--- src/rtl/data_mem_controller_pkg.sv ---
// Shared encodings for the data-memory controller and its load extender.
package data_mem_controller_pkg;

   // Access size encoding (2'b10 is illegal)
   localparam logic [1:0] BYTE      = 2'b00;
   localparam logic [1:0] HALF_WORD = 2'b01;
   localparam logic [1:0] WORD      = 2'b11;

   // Controller sequencing states
   typedef enum logic [1:0] {
      IDLE   = 2'b00,
      ACCESS = 2'b01,
      RESP   = 2'b10
   } state_t;

   // Owner of the current access
   localparam logic GNT_CPU = 1'b0;
   localparam logic GNT_DBG = 1'b1;

   // Legal size and naturally aligned address
   function automatic logic access_ok(input logic [1:0] size, input logic [1:0] addr_lo);
      case (size)
         BYTE:      access_ok = 1'b1;
         HALF_WORD: access_ok = ~addr_lo[0];
         WORD:      access_ok = (addr_lo == 2'b00);
         default:   access_ok = 1'b0;
      endcase
   endfunction

endpackage

--- src/rtl/data_mem_controller_load_extender.sv ---
// Big-endian load extraction with sign/zero extension; zero on illegal access.
module load_extender
   import data_mem_controller_pkg::*;
(
   input  logic [1:0]  size,
   input  logic        zero_ext,
   input  logic [1:0]  addr_lo,
   input  logic [31:0] word_in,
   output logic [31:0] word_out
);

   // The RAM returns the addressed byte in the top lane, so extraction is always from the MSBs
   always_comb begin
      word_out = '0;
      if (access_ok(size, addr_lo)) begin
         case (size)
            BYTE:      word_out = {{24{~zero_ext & word_in[31]}}, word_in[31:24]};
            HALF_WORD: word_out = {{16{~zero_ext & word_in[31]}}, word_in[31:16]};
            default:   word_out = word_in;
         endcase
      end
   end

endmodule

--- src/rtl/data_mem_controller.sv ---
// Arbitrates CPU load/store and debug word reads onto one data RAM; 3-cycle request/ack.
module data_mem_controller
   import data_mem_controller_pkg::*;
#(
   parameter int ADDR_WIDTH = 12,
   parameter int DATA_WIDTH = 8,
   parameter int STARVE_MAX = 4
) (
   input  logic                    i_clk,
   input  logic                    i_reset,
   input  logic                    i_cpu_req,
   input  logic                    i_cpu_we,
   input  logic [1:0]              i_cpu_size,
   input  logic                    i_cpu_unsigned,
   input  logic [ADDR_WIDTH-1:0]   i_cpu_addr,
   input  logic [4*DATA_WIDTH-1:0] i_cpu_wdata,
   output logic                    o_cpu_ack,
   output logic                    o_cpu_err,
   output logic [4*DATA_WIDTH-1:0] o_cpu_rdata,
   input  logic                    i_dbg_req,
   input  logic [ADDR_WIDTH-1:0]   i_dbg_addr,
   output logic                    o_dbg_ack,
   output logic [4*DATA_WIDTH-1:0] o_dbg_rdata,
   output logic                    o_ram_we,
   output logic [1:0]              o_ram_width,
   output logic [ADDR_WIDTH-1:0]   o_ram_addr,
   output logic [4*DATA_WIDTH-1:0] o_ram_wdata,
   input  logic [4*DATA_WIDTH-1:0] i_ram_rdata
);

   localparam int CW = (STARVE_MAX < 1) ? 1 : $clog2(STARVE_MAX + 1);

   state_t          state, next_state;
   logic            gnt;
   logic [1:0]      lat_size;
   logic            lat_zext;
   logic            lat_we;
   logic            lat_ok;
   logic [CW-1:0]   starve_cnt;
   logic            dbg_win;
   logic            cpu_ok;
   logic [31:0]     ext_word;

   // Debug wins only when CPU is idle or debug has waited STARVE_MAX CPU grants
   assign dbg_win = i_dbg_req & (~i_cpu_req | (starve_cnt == CW'(STARVE_MAX)));
   assign cpu_ok  = access_ok(i_cpu_size, i_cpu_addr[1:0]);

   load_extender u_ext (
      .size     (lat_size),
      .zero_ext (lat_zext),
      .addr_lo  (o_ram_addr[1:0]),
      .word_in  (i_ram_rdata),
      .word_out (ext_word)
   );

   // State register
   always_ff @(posedge i_clk or posedge i_reset) begin
      if (i_reset) state <= IDLE;
      else         state <= next_state;
   end

   // Next-state: one access is always IDLE -> ACCESS -> RESP
   always_comb begin
      next_state = state;
      case (state)
         IDLE:    if (i_cpu_req | i_dbg_req) next_state = ACCESS;
         ACCESS:  next_state = RESP;
         RESP:    next_state = IDLE;
         default: next_state = IDLE;
      endcase
   end

   // Grant latch, RAM port drive, response capture and starvation count
   always_ff @(posedge i_clk or posedge i_reset) begin
      if (i_reset) begin
         gnt         <= GNT_CPU;
         lat_size    <= '0;
         lat_zext    <= 1'b0;
         lat_we      <= 1'b0;
         lat_ok      <= 1'b0;
         starve_cnt  <= '0;
         o_cpu_ack   <= 1'b0;
         o_cpu_err   <= 1'b0;
         o_cpu_rdata <= '0;
         o_dbg_ack   <= 1'b0;
         o_dbg_rdata <= '0;
         o_ram_we    <= 1'b0;
         o_ram_width <= '0;
         o_ram_addr  <= '0;
         o_ram_wdata <= '0;
      end else begin
         case (state)
            IDLE: begin
               if (dbg_win) begin
                  gnt         <= GNT_DBG;
                  lat_ok      <= 1'b1;
                  lat_we      <= 1'b0;
                  starve_cnt  <= '0;
                  o_ram_we    <= 1'b0;
                  o_ram_width <= WORD;
                  o_ram_addr  <= i_dbg_addr & ~ADDR_WIDTH'(3);
               end else if (i_cpu_req) begin
                  gnt         <= GNT_CPU;
                  lat_size    <= i_cpu_size;
                  lat_zext    <= i_cpu_unsigned;
                  lat_we      <= i_cpu_we;
                  lat_ok      <= cpu_ok;
                  starve_cnt  <= i_dbg_req ? starve_cnt + 1'b1 : '0;
                  o_ram_we    <= i_cpu_we & cpu_ok;
                  o_ram_width <= i_cpu_size;
                  o_ram_addr  <= i_cpu_addr;
                  o_ram_wdata <= i_cpu_wdata;
               end else begin
                  starve_cnt  <= '0;
               end
            end
            ACCESS: begin
               o_ram_we <= 1'b0;
               if (gnt == GNT_DBG) begin
                  o_dbg_ack   <= 1'b1;
                  o_dbg_rdata <= i_ram_rdata;
               end else begin
                  o_cpu_ack   <= 1'b1;
                  o_cpu_err   <= ~lat_ok;
                  o_cpu_rdata <= lat_we ? '0 : ext_word;
               end
            end
            default: begin
               o_cpu_ack <= 1'b0;
               o_cpu_err <= 1'b0;
               o_dbg_ack <= 1'b0;
            end
         endcase
      end
   end

endmodule

--- config.mk ---
export PLATFORM = sky130hd
export DESIGN_NAME = data_mem_controller
export DESIGN_NICKNAME = d
export VERILOG_FILES = /design/src/rtl/data_mem_controller_pkg.sv /design/src/rtl/data_mem_controller_load_extender.sv /design/src/rtl/data_mem_controller.sv
export SDC_FILE = /design/constraint.sdc
export NUM_CORES = 1
export LEC_CHECK = 0
export CAP_MARGIN = 20
export CORE_MARGIN = 3
export CORE_UTILIZATION = 44
export DETAILED_ROUTE_END_ITERATION = 8
export PLACE_DENSITY_LB_ADDON = 0.05
export SYNTH_ARGS = -nofsm -noshare
export SYNTH_HDL_FRONTEND = slang
export SYNTH_SLANG_ARGS = --single-unit
--- constraint.sdc ---
create_clock -name i_clk -period 4.7 [get_ports i_clk]
set_input_delay 0.47 -clock i_clk [delete_from_list [all_inputs] [get_ports i_clk]]
set_output_delay 0.47 -clock i_clk [all_outputs]
set_load 0.03 [all_outputs]
Word level (Yosys, flattened, before mapping)
Index checks and enable logic that the tools add are counted.
{"block": "word_totals", "register_bits": 125, "inputBits": 96, "out_inout_bits": 114}
{"block": "op_classes", "n_addsub": 1, "n_eq_ne": 10, "muxes": 29, "bitwise_logic": 13, "n_reduce_logical": 14}
{"op": "$mux 32", "n": 2}
{"op": "$pmux 32 s2", "n": 1}
{"op": "$mux 12", "n": 2}
{"op": "$reduce_and 2->1", "n": 6}
{"op": "$mux 1", "n": 11}
{"op": "$logic_not 2->1", "n": 5}
{"op": "$mux 3", "n": 3}
{"op": "$not 1->1", "n": 8}
{"op": "$pmux 1 s2", "n": 4}
{"op": "$eq 2x1->1 const B", "n": 3}
{"op": "$mux 2", "n": 3}
{"op": "$ne 2x2->1 const B", "n": 3}
{"op": "$pmux 1 s3", "n": 2}
{"op": "$eq 2x2->1 const B", "n": 2}
{"op": "$pmux 2 s2", "n": 1}
{"op": "$reduce_bool 2->1", "n": 2}
{"op": "$add 3x1->3 const B", "n": 1}
{"op": "$and 1x1->1", "n": 3}
{"op": "$eq 3x3->1 const B", "n": 1}
{"op": "$ne 3x3->1 const B", "n": 1}
{"op": "$reduce_and 3->1", "n": 1}
{"op": "$or 1x1->1", "n": 2}

Longest topological paths before layout
{"block": "logic_depth", "depth_word": 6, "ltp_mapped": 7, "ltp_nobuf": 5}

Cells and area by module
A second synthesis with hierarchy kept.
{"block": "unflattened", "cells_unflattened": 493, "hier_area_um2": 5713.0}
{"module": "data_mem_controller", "n_inst": 1, "cells_per_inst": 403, "area_each_um2": 5114.9}
{"module": "load_extender", "n_inst": 1, "cells_per_inst": 90, "area_each_um2": 598.1}

Least setup slack after synthesis
OpenSTA, ideal clock, no wires.
{"block": "synth_path", "path_type": "register -> register", "start": "register o_ram_addr[1]", "end": "register o_cpu_rdata[10]", "setup_ns": 0.104, "arrival_time_ns": 1.488, "t_required_ns": 4.596, "slack_ns": 3.109, "stages_incl_launch_ff": 5, "n_path_buf": 1, "period_less_slack_ns": 1.591, "cell_sequence": "dfrtp_1 nand2b_1 a221o_1 buf_6 o41ai_2"}
{"block": "synth_between", "elab_chain_len": 4}
{"item": "start: declaration", "line": "data_mem_controller.sv:26", "text": "output logic [ADDR_WIDTH-1:0] o_ram_addr,"}
{"item": "start signal: assignment", "line": "data_mem_controller.sv:101", "text": "o_ram_addr <= i_dbg_addr & ~ADDR_WIDTH'(3);"}
{"item": "start signal: assignment", "line": "data_mem_controller.sv:111", "text": "o_ram_addr <= i_cpu_addr;"}
{"item": "$logic_not 2->1", "line": "data_mem_controller_pkg.sv:25", "text": "WORD: access_ok = (addr_lo == 2'b00);"}
{"item": "$pmux 1 s3", "line": "data_mem_controller_pkg.sv:22", "text": "case (size)"}
{"item": "$mux 32", "line": "data_mem_controller_load_extender.sv:15", "text": "if (access_ok(size, addr_lo)) begin"}
{"item": "$mux 32", "line": "data_mem_controller.sv:125", "text": "o_cpu_rdata <= lat_we ? '0 : ext_word;"}
{"item": "end signal: assignment", "line": "data_mem_controller.sv:125"}
{"item": "end: declaration", "line": "data_mem_controller.sv:19", "text": "output logic [4*DATA_WIDTH-1:0] o_cpu_rdata,"}
No other way between the ends.
A chain may end at the register's enable or synchronous reset.

Final worst setup path
{"block": "layout_path", "start": "register state[1]", "end": "register o_ram_wdata[15]"}
{"block": "layout_between", "elab_chain_len": 2}
{"item": "start: declaration", "line": "data_mem_controller.sv:33", "text": "state_t state, next_state;"}
{"item": "start signal: assignment", "line": "data_mem_controller.sv:59", "text": "else state <= next_state;"}
{"item": "$logic_not 2->1", "line": "data_mem_controller.sv:92", "text": "case (state)"}
{"item": "$reduce_and 3->1 (no line)"}
{"item": "end signal: assignment", "line": "data_mem_controller.sv:112", "text": "o_ram_wdata <= i_cpu_wdata;"}
{"item": "end: declaration", "line": "data_mem_controller.sv:27", "text": "output logic [4*DATA_WIDTH-1:0] o_ram_wdata,"}
No other way between the ends.

==> impl_metrics.py <==
metrics = {
    "setup_path": {
        "critPathCaptureType": "flip-flop",
        "crit_required_ns": 4.99,
        "rrSetupSlack_ns": 2.26,
        "cpPeakStageDelay_ns": 0.91,
        "rr_worst_depth": 3,
        "worstPathMaxFanout": 39,
        "r2r-end": "o_ram_wdata[15]",
        "critPathLaunchType": "flip-flop",
        "crit_chain": "nor2_4 -> and3_2 -> mux2_2",
        "critPathSlowestCell": "and3_2",
        "crit_type": "reg -> reg",
        "r2r-start": "state[1]",
        "arrival_ns": 2.73,
    },
    "die": {
        "fp.dieW_um": 118,
        "rows": 40,
        "core_um2": 12200,
        "start_util_pct": 45.5,
        "io_pins": 210,
        "chipHeight_um": 118,
        "die-area_um2": 13900,
    },
    "yosys": {
        "syn_inst": 426,
        "syn-cell-area_um2": 5530,
        "synthDistinctLibCells": 38,
        "synth_seq_cells": 125,
        "syn-num-nets": 524,
        "synth_seq_area_share_pct": 56.6,
        "synth_warnings": 0,
        "synth_area_per_cell_um2": 13.0,
    },
    "cts": {
        "postCtsSetupBuffers": 0,
        "path_clk_slew_ns": 0.05,
        "cts_tree": "built",
        "h-tree-depth": 4,
        "cts-root-buf": "clkbuf_16",
        "hold_buffers": 0,
        "clk_latency_ns": 0.41,
        "cts.path.max_buffers": 2,
        "clock_sinks": 125,
        "numCtsBuffers": 17,
        "cts_resized": 0,
    },
    "global_routing": {
        "track_usage_pct": 21.2,
        "antenna_found_initial": 0,
        "grt_pass1_wl_um": 23300,
        "grt_start_max_net_pins": 66,
        "grt_overflow": 0,
        "grt_pass1_vias": 4370,
    },
    "layout": {
        "nFillCells": 943,
        "layout_commonest_cell": "clkdlybuf4s50_1",
        "layout_common_cells": "207 x clkdlybuf4s50_1, 125 x dfrtp_1, 69 x mux2_2",
        "fin_area_um2": 8240,
        "layout-drive-gt1-share_pct": 21.2,
        "antenna_cells": 0,
        "fin_nets": 722,
        "syn_to_final_growth_pct": 49.0,
        "utilization_pct": 67.7,
    },
    "sta": {
        "worst_pin_slew_ns": 0.974,
        "tns_ns": 0,
        "hold_viol_final": 0,
        "slew_violations": 0,
        "skew_ns": 0.00426,
        "rsz0062_at_grt": "no",
        "finalCriticalPeriod_ns": 2.44,
        "fmax_mhz": 410,
        "finalCritPeriodShare_pct": 51.9,
        "final-setup-viol-count": 0,
        "max_slew_margin_pct": 34.8,
        "setup_ws_ns": 2.26,
    },
    "drt": {
        "drt_iter0_drc": 179,
        "routed_wl_um": 14500,
        "firstDrtPassIters": 4,
        "wl_per_cell_um": 18.0,
        "ant_nets": 0,
        "drc": 0,
        "drt-vias-per-instance": 5.26,
        "vias": 4232,
    },
    "place": {
        "gp_congestion": 0.749,
        "place_ws_ns": 1.94,
        "portBuffers": 207,
        "placed_area_um2": 7650,
        "post-dp-hpwl_um": 10100,
    },
    "pwr": {
        "powerDensity_nw_per_um2": 816,
        "ir_drop_v": 0.000379,
        "p_leak_nw": 3.43,
    },
    "run": {
        "maxCapViolCount": 0,
    },
    "hold_path": {
        "hp-class": "in -> async",
    },
    "run_status": {
        "status": "finished clean",
    },
}
[cell families after synthesis]
| logic type | synth area share [%] |
|---|---|
| multiplexers | 16.7 |
| adder cells (fa/ha/maj) | 0.453 |
| AO/OA/AOI/OAI | 13.9 |
| flip-flops | 56.6 |
| buffers and inverters | 4.73 |
| AND/OR/NAND/NOR | 7.63 |
[synthesized netlist by cell type (all sizes together)]
cell type / number / area share (%)
a211oi: 8 / 1.1
a21boi: 1 / 0.14
ha: 2 / 0.45
o41ai: 7 / 2.1
o2bb2ai: 1 / 0.16
o31ai: 26 / 5.1
or3b: 1 / 0.16
inv: 18 / 1.2
nand2b: 4 / 0.45
a32o: 1 / 0.18
a21oi: 15 / 1.4
o21a: 1 / 0.14
nor2: 3 / 0.34
nor3b: 2 / 0.45
or2: 1 / 0.11
a221o: 1 / 0.18
o22a: 3 / 0.48
a22o: 3 / 0.48
a22oi: 2 / 0.27
buf: 21 / 2.8
nor2b: 10 / 1.1
nand2: 34 / 2.3
o21ai: 6 / 0.54
o221ai: 10 / 1.6
mux2i: 8 / 1.4
clkbuf: 10 / 0.68
mux2: 75 / 15
and3: 1 / 0.11
and2b: 1 / 0.14
nand3: 13 / 1.2
dfrtp: 125 / 57
nand4: 11 / 1.2
a21bo: 1 / 0.18
[where the power goes]
part           total (mW)  internal (mW)  switching, mW
Combinational        3.51           1.51           2.00
Sequential           1.93           1.61          0.320
Clock                1.28          0.843          0.440
[worst max-delay path, delay by kind of cell, from the launching register on]
family        cells  cell delay [ns]
flops             1             0.47
simple gates      2             1.40
mux               1             0.42
[area by class of cell]
type / count / area, um2 / area share [%]
multi-input cells: 252 / 2150 / 26.1
repair buffers: 210 / 2090 / 25.4
flip-flops and latches: 125 / 3130 / 38.0
clock buffers: 24 / 502 / 6.09
inverters: 18 / 70.1 / 0.851
well taps: 168 / 210 / 2.55
clock inverters: 7 / 85.1 / 1.03
[flip-flops by register name, indices dropped and copies added (netlist names)]
signal,cells
gnt,1
o_cpu_ack,1
o_ram_wdata,32
starve_cnt,3
o_dbg_rdata,32
o_ram_addr,12
o_cpu_err,1
state,2
o_dbg_ack,1
o_ram_we,1
o_ram_width,2
lat_size,2
lat_zext,1
lat_ok,1
lat_we,1
o_cpu_rdata,32
[worst max-delay path by stage]
stage	start	to	slack [ns]
CTS	state[1]	o_ram_wdata[15]	2.27
detailed placement	i_dbg_req	o_ram_wdata[28]	1.94
global placement	i_dbg_req	o_ram_wdata[7]	1.99
global route	state[1]	o_ram_wdata[15]	2.13
finish	state[1]	o_ram_wdata[15]	2.26
floorplan	i_reset	gnt	0.90
[per-layer routing]
layer	vias to the layer above	global-route usage, %	wire (um)
met5	-	0	0
met4	0	8.13	279
met3	22	7.78	1100
met2	155	33.8	7060
met1	2113	26.3	6020
li1	1942	-	-
[metrics by stage]
step / hold WS (ns) / std cells / power [mW]
after floorplan: 0.425 / 426 / 4.17
after global placement: 0.446 / 773 / 5.39
after detailed placement: 0.451 / 773 / 5.48
after CTS: 0.467 / 804 / 6.79
after global routing: 0.489 / 804 / 7.07
final: 0.456 / 804 / 6.72
(Power assumes the default switching activity.)
